==> src/rtl/vga_img_pkg.sv <==
// Image geometry and pixel widths shared by the VGA/ROM path, the Sobel block and the colouriser.
package vga_img_pkg;

    localparam int IMG_W       = 200;
    localparam int IMG_H       = 200;
    localparam int DW          = 8;
    localparam int OW          = 11;
    localparam int SOBEL_LAT   = 3;
    localparam int EDGE_THRESH = 100;

endpackage

==> src/rtl/sobel_line_buf.sv <==
// One image line of gray pixels with a registered read.
// If a read and a write hit the same address on the same edge, the read returns the old data.
module sobel_line_buf #(
    parameter int DEPTH = 200,
    parameter int W     = 8,
    parameter int AW    = $clog2(DEPTH)
) (
    input  logic          clk,
    input  logic          wr_en,
    input  logic [AW-1:0] wr_addr,
    input  logic [W-1:0]  wr_data,
    input  logic [AW-1:0] rd_addr,
    output logic [W-1:0]  rd_data
);

    logic [W-1:0] mem [DEPTH];

    always_ff @(posedge clk) begin
        if (wr_en) begin
            mem[wr_addr] <= wr_data;
        end
        rd_data <= mem[rd_addr];
    end

endmodule

==> src/rtl/sobel_edge_detect.sv <==
// Streaming 3x3 Sobel edge detector: row/col tracking, two line buffers, window,
// gradient stage and |Gx|+|Gy| stage with a matching valid/border delay line.
module sobel_edge_detect
    import vga_img_pkg::*;
#(
    parameter int IMG_W = vga_img_pkg::IMG_W,
    parameter int IMG_H = vga_img_pkg::IMG_H,
    parameter int DW    = vga_img_pkg::DW,
    parameter int OW    = vga_img_pkg::OW
) (
    input  logic          clk,
    input  logic          rst,
    input  logic          frame_start,
    input  logic          pix_en,
    input  logic [DW-1:0] gray,
    output logic [OW-1:0] sobel_data,
    output logic          display_val
);

    localparam int AW = $clog2(IMG_W);
    localparam int RW = $clog2(IMG_H);
    localparam int GW = DW + 3;

    logic [AW-1:0] col, col_acc, col_nxt, rd_addr;
    logic [RW-1:0] row, row_acc, row_nxt;
    logic          border_c;

    always_comb begin
        col_acc = frame_start ? '0 : col;
        row_acc = frame_start ? '0 : row;
        col_nxt = col_acc;
        row_nxt = row_acc;
        if (pix_en) begin
            if (col_acc == AW'(IMG_W - 1)) begin
                col_nxt = '0;
                row_nxt = (row_acc == RW'(IMG_H - 1)) ? '0 : row_acc + 1'b1;
            end else begin
                col_nxt = col_acc + 1'b1;
            end
        end
        // Reads run one pixel ahead so the registered RAM output is ready on the accepting edge.
        rd_addr  = rst ? '0 : col_nxt;
        border_c = (col_acc < AW'(2)) || (row_acc < RW'(2));
    end

    always_ff @(posedge clk) begin
        if (rst) begin
            col <= '0;
            row <= '0;
        end else begin
            col <= col_nxt;
            row <= row_nxt;
        end
    end

    logic          lb_wr;
    logic [DW-1:0] lb1_q, lb0_q;

    assign lb_wr = pix_en && !rst;

    sobel_line_buf #(.DEPTH(IMG_W), .W(DW), .AW(AW)) u_lb1 (
        .clk     (clk),
        .wr_en   (lb_wr),
        .wr_addr (col_acc),
        .wr_data (gray),
        .rd_addr (rd_addr),
        .rd_data (lb1_q)
    );

    sobel_line_buf #(.DEPTH(IMG_W), .W(DW), .AW(AW)) u_lb0 (
        .clk     (clk),
        .wr_en   (lb_wr),
        .wr_addr (col_acc),
        .wr_data (lb1_q),
        .rd_addr (rd_addr),
        .rd_data (lb0_q)
    );

    logic [DW-1:0] p [3][3];

    always_ff @(posedge clk) begin
        if (rst) begin
            for (int i = 0; i < 3; i++) begin
                for (int j = 0; j < 3; j++) begin
                    p[i][j] <= '0;
                end
            end
        end else if (pix_en) begin
            for (int i = 0; i < 3; i++) begin
                p[i][0] <= p[i][1];
                p[i][1] <= p[i][2];
            end
            p[0][2] <= lb0_q;
            p[1][2] <= lb1_q;
            p[2][2] <= gray;
        end
    end

    logic signed [GW-1:0] q [3][3];
    logic signed [GW-1:0] gx_c, gy_c, gx, gy;

    always_comb begin
        for (int i = 0; i < 3; i++) begin
            for (int j = 0; j < 3; j++) begin
                q[i][j] = signed'(GW'(p[i][j]));
            end
        end
        gx_c = (q[0][2] + (q[1][2] <<< 1) + q[2][2]) - (q[0][0] + (q[1][0] <<< 1) + q[2][0]);
        gy_c = (q[2][0] + (q[2][1] <<< 1) + q[2][2]) - (q[0][0] + (q[0][1] <<< 1) + q[0][2]);
    end

    always_ff @(posedge clk) begin
        if (rst) begin
            gx <= '0;
            gy <= '0;
        end else begin
            gx <= gx_c;
            gy <= gy_c;
        end
    end

    logic [GW-1:0] gx_abs, gy_abs;
    logic [OW-1:0] mag_c;

    always_comb begin
        gx_abs = gx[GW-1] ? GW'(-gx) : GW'(gx);
        gy_abs = gy[GW-1] ? GW'(-gy) : GW'(gy);
        mag_c  = OW'(gx_abs) + OW'(gy_abs);
    end

    // Bit k of each pipe describes the pixel sitting in stage k+1 of the datapath.
    logic [SOBEL_LAT-1:0] v_pipe;
    logic [SOBEL_LAT-2:0] b_pipe;

    always_ff @(posedge clk) begin
        if (rst) begin
            v_pipe     <= '0;
            b_pipe     <= '0;
            sobel_data <= '0;
        end else begin
            v_pipe <= {v_pipe[SOBEL_LAT-2:0], pix_en};
            b_pipe <= {b_pipe[SOBEL_LAT-3:0], border_c};
            if (v_pipe[SOBEL_LAT-2]) begin
                sobel_data <= b_pipe[SOBEL_LAT-2] ? '0 : mag_c;
            end
        end
    end

    assign display_val = v_pipe[SOBEL_LAT-1];

endmodule
==> config.mk <==
export PLATFORM = sky130hd
export DESIGN_NAME = sobel_edge_detect
export DESIGN_NICKNAME = d
export VERILOG_FILES = /design/src/rtl/vga_img_pkg.sv /design/src/rtl/sobel_line_buf.sv /design/src/rtl/sobel_edge_detect.sv
export SDC_FILE = /design/constraint.sdc
export NUM_CORES = 2
export LEC_CHECK = 0
export BUFFER_PORTS_ARGS = -buffer_cell sky130_fd_sc_hd__buf_2
export CAP_MARGIN = 20
export CELL_PAD_IN_SITES_DETAIL_PLACEMENT = 0
export CELL_PAD_IN_SITES_GLOBAL_PLACEMENT = 1
export CORE_ASPECT_RATIO = 0.7
export CORE_UTILIZATION = 50
export DETAILED_ROUTE_END_ITERATION = 10
export HOLD_SLACK_MARGIN = 0.08
export PLACE_DENSITY = 0.85
export SLEW_MARGIN = 15
export SYNTH_ARGS = -nofsm -noshare
export SYNTH_HDL_FRONTEND = slang
export SYNTH_SLANG_ARGS = --single-unit
export TNS_END_PERCENT = 20
==> constraint.sdc <==
create_clock -name clk -period 6.25 [get_ports clk]
set_clock_uncertainty 0.05 [all_clocks]
set_input_delay 1.25 -clock clk [delete_from_list [all_inputs] [get_ports clk]]
set_output_delay 1.25 -clock clk [all_outputs]
set_load 0.005 [all_outputs]
==> metrics.md <==
| Metric | Value |
|---|---|
| Pwr per Cell Area | `308.8 nW/µm²` |
| Peak VDD IR | `230.2 µV` |
| Vias in the first global route | `85530` |
| Least-Margin Pin Slew | `1281 ps` |
| Crit path max fanout | `80` |
| Setup Fix Bufs, Post-CTS | `0` |
| Slew Viols, Final | `0` |
| Full die area | `274600 µm²` |
| Top-Level Pins | `24` |
| Post-synth top area cell | `edfxtp_1` |
| RSZ-0062 raised after global routing | `no` |
| Setup WS post-layout | `364.3 ps` |
| Pre-antenna DRT Iters | `7` |
| CTS tree | `built` |
| Clk buf depth | `4` |
| Area after DPL | `142900 µm²` |
| Worst-Skew Late Latency | `890 ps` |
| Crit path time final | `5886 ps` |
| Post-route DRC violation count | `0` |
| Drt via density | `6.528` |
| Resize count post-CTS | `0` |
| Async SR Flop Fraction | `0%` |
| Startpoint Class | `primary input` |
| CTS H-Tree Depth | `5` |
| Commonest non-fill, non-tap cell in the layout | `edfxtp_1` |
| Die width | `625.8 µm` |
| Mapped Nets | `10070` |
| Core Region | `269600 µm²` |
| Total CTS buffers | `304` |
| Finished Cell Area | `152400 µm²` |
| Final core occ | `56.54%` |
| Post-Synthesis Cells | `9957` |
| Register share of total power | `53.4%` |
| Register area share after synthesis | `73.16%` |
| Non-filler cells, final | `13950` |
| Yosys reg bits | `3342` |
| Largest net degree at the start of global routing | `162` |
| Total Wirelength | `417.7 mm` |
| Slew HR | `13.96%` |
| Cell area after synthesis | `136200 µm²` |
| Clock Root Buffer | `clkbuf_16` |
| Distinct cells, synth | `71` |
| Hold_sp | `v_pipe[0]` |
| Synth area leaders | `edfxtp_1, nand2_1, a311oi_1` |
| Internal power | `36.20 mW` |
| Yosys warns | `0` |
| WP data arrival | `6550 ps` |
| Layout cells sized above 1 | `10.66%` |
| Reg2reg start | `col[0]` |
| Final Cycle Share | `94.17%` |
| First-pass GRT wire length | `598.2 mm` |
| Met3 usage | `11.47%` |
| Global route overflow | `0` |
| Most used routing layer | `met1` |
| Commonest cells after routing, fill and taps aside | `edfxtp_1, nand2_1, nand3_1, a311oi_1, buf_4` |
| # clock sinks | `3342` |
| Critical path origin | `frame_start` |
| Most used DFF post-synth | `edfxtp_1` |
| Vias | `91060` |
| Place WS | `-203.2 ps` |
| Initial DRC Count | `15600` |
| CP endpoint kind | `register` |
| Max cap viols | `0` |
| Placed cell count | `13400` |
| Final setup vio count | `0` |
| Sw frac | `23.08%` |
| Outcome | `finished clean` |
| Critical path class | `primary input to register` |
| Detailed placer's ending HPWL | `238.1 mm` |
| Grt met2 use | `41.54%` |
| Clk pwr share | `38.8%` |
| M1 GR Usage | `42.79%` |
| Post-CTS Hold Fix Bufs | `0` |
| IO Port Bufs | `23` |
| Tot GR Track Use | `29.79%` |
| Hold Path Class | `register to register` |
| Fin. Hold Viols | `0` |
| Mean area per synthesized cell | `13.68 µm²` |
| Crit path required time | `6920 ps` |
| Antenna Violating Nets Remaining | `0` |
| Drt wl/cell | `29.94 µm` |
| Die height | `438.7 µm` |
| Leakage | `50.88 nW` |
| Yosys top cell area share | `72.13%` |
| Switch Pwr | `10.86 mW` |
| Initial antenna violation count | `32` |
| Worst-path clk slew | `70 ps` |
| GPL Wtd Cong | `0.9372` |
| Max Fclk | `169.9 MHz` |
| Area delta synth->final | `11.89%` |
| Nets | `10200` |
| Initial core utilization | `50.53%` |
| EDFF count, synth | `3272` |
| Row Count | `159` |
| Combinational Power Share | `7.8%` |
-- cell usage after synthesis (9+ instances only) --
master	instances
o31ai_1	17
fa_1	63
inv_1	146
nor3b_1	11
a211oi_1	34
nor2b_1	32
o21bai_1	9
a21oi_1	111
ha_1	41
edfxtp_1	3272
a31oi_1	70
o21ai_0	75
and2_1	50
clkbuf_1	364
a211o_1	10
and3_1	360
a311oi_1	621
nor3_1	56
a311o_1	13
nand2b_1	13
buf_4	46
buf_2	272
buf_6	10
or4_1	10
nand3_1	795
dfxtp_1	70
nand2_1	2475
buf_1	64
a2111oi_0	230
nor4_1	16
mux4_2	50
nor2_1	269
mux2i_1	138
a21o_1	9
or3_1	14
xnor2_1	35
-- worst paths after layout --
check / end / slack (ps) / cells after the start
setup reg to reg: u_lb0.rd_data[5] / 660 / 15
hold / removal: v_pipe[1] / 400 / 1
setup / recovery: u_lb0.rd_data[5] / 360 / 16
hold reg to reg: v_pipe[1] / 400 / 1
-- power groups by stage --
stage	combinational [mW]	clock, mW	sequential [mW]
2_1_floorplan	2.20	0	25.7
3_3_place_gp	3.54	0	25.6
3_5_place_dp	3.61	0	25.6
4_1_cts	3.63	18.3	25.1
5_1_grt	4.04	19.1	25.1
6_report	3.69	18.3	25.1
-- cells by family after synthesis --
logic type	after synthesis	share of synthesized area [%]
buffers and inverters	910	2.951
adder cells (fa/ha/maj)	104	1.303
AND/OR/NAND/NOR	4123	13.16
flip-flops	3342	73.16
multiplexers	189	1.849
XOR/XNOR	42	0.2701
AO/OA/AOI/OAI	1247	7.308
-- layer usage --
metal  up-vias  share of wire (%)
li1      37820                  -
met1     44970                 38
met2      7236                 42
met3       992                 17
met4        41                3.6
met5         -               0.11
-- cell type report --
| cell class | count | area [µm²] |
|---|---|---|
| repair buffers | 581 | 5418 |
| clock buffers | 386 | 8168 |
| inverters | 153 | 623.1 |
| fillers | 20590 | 117200 |
| clock inverters | 148 | 1256 |
| flip-flops and latches | 3342 | 99690 |
| diodes | 12 | 30.03 |
| multi-input cells | 5705 | 32700 |
| well taps | 3622 | 4532 |
-- state kept, by name, indices dropped and copies added (netlist names) --
register / cells
u_lb0.rd_data: 8
u_lb0.mem: 1600
u_lb1.mem: 1600
p: 72
col: 8
gy: 11
v_pipe: 3
sobel_data: 11
gx: 11
row: 8
b_pipe: 2
u_lb1.rd_data: 8
-- stage by stage --
| step | setup TNS, ps | hold WS (ps) | power (mW) |
|---|---|---|---|
| after detailed placement | -354.5 | 394.3 | 29.20 |
| after global placement | -399.9 | 371.1 | 29.11 |
| after floorplan | 0 | 363.8 | 27.86 |
| final | 0 | 402.7 | 47.06 |
| after CTS | 0 | 405.3 | 47.02 |
| after global routing | 0 | 439.6 | 48.29 |
-- critical path, stage by stage --
cell	delay [ps]
buf_2	220
nor2b_1	390
ha_1	310
nand3b_1	180
and2_4	390
clkinv_16	390
buf_12	320
buf_12	180
buf_4	190
nand2_1	70
and3_1	160
a311oi_1	50
a311oi_1	840
a311oi_2	320
o31ai_1	1040
nor4bb_1	150
Note: power is estimated with default switching activity, not from simulation.
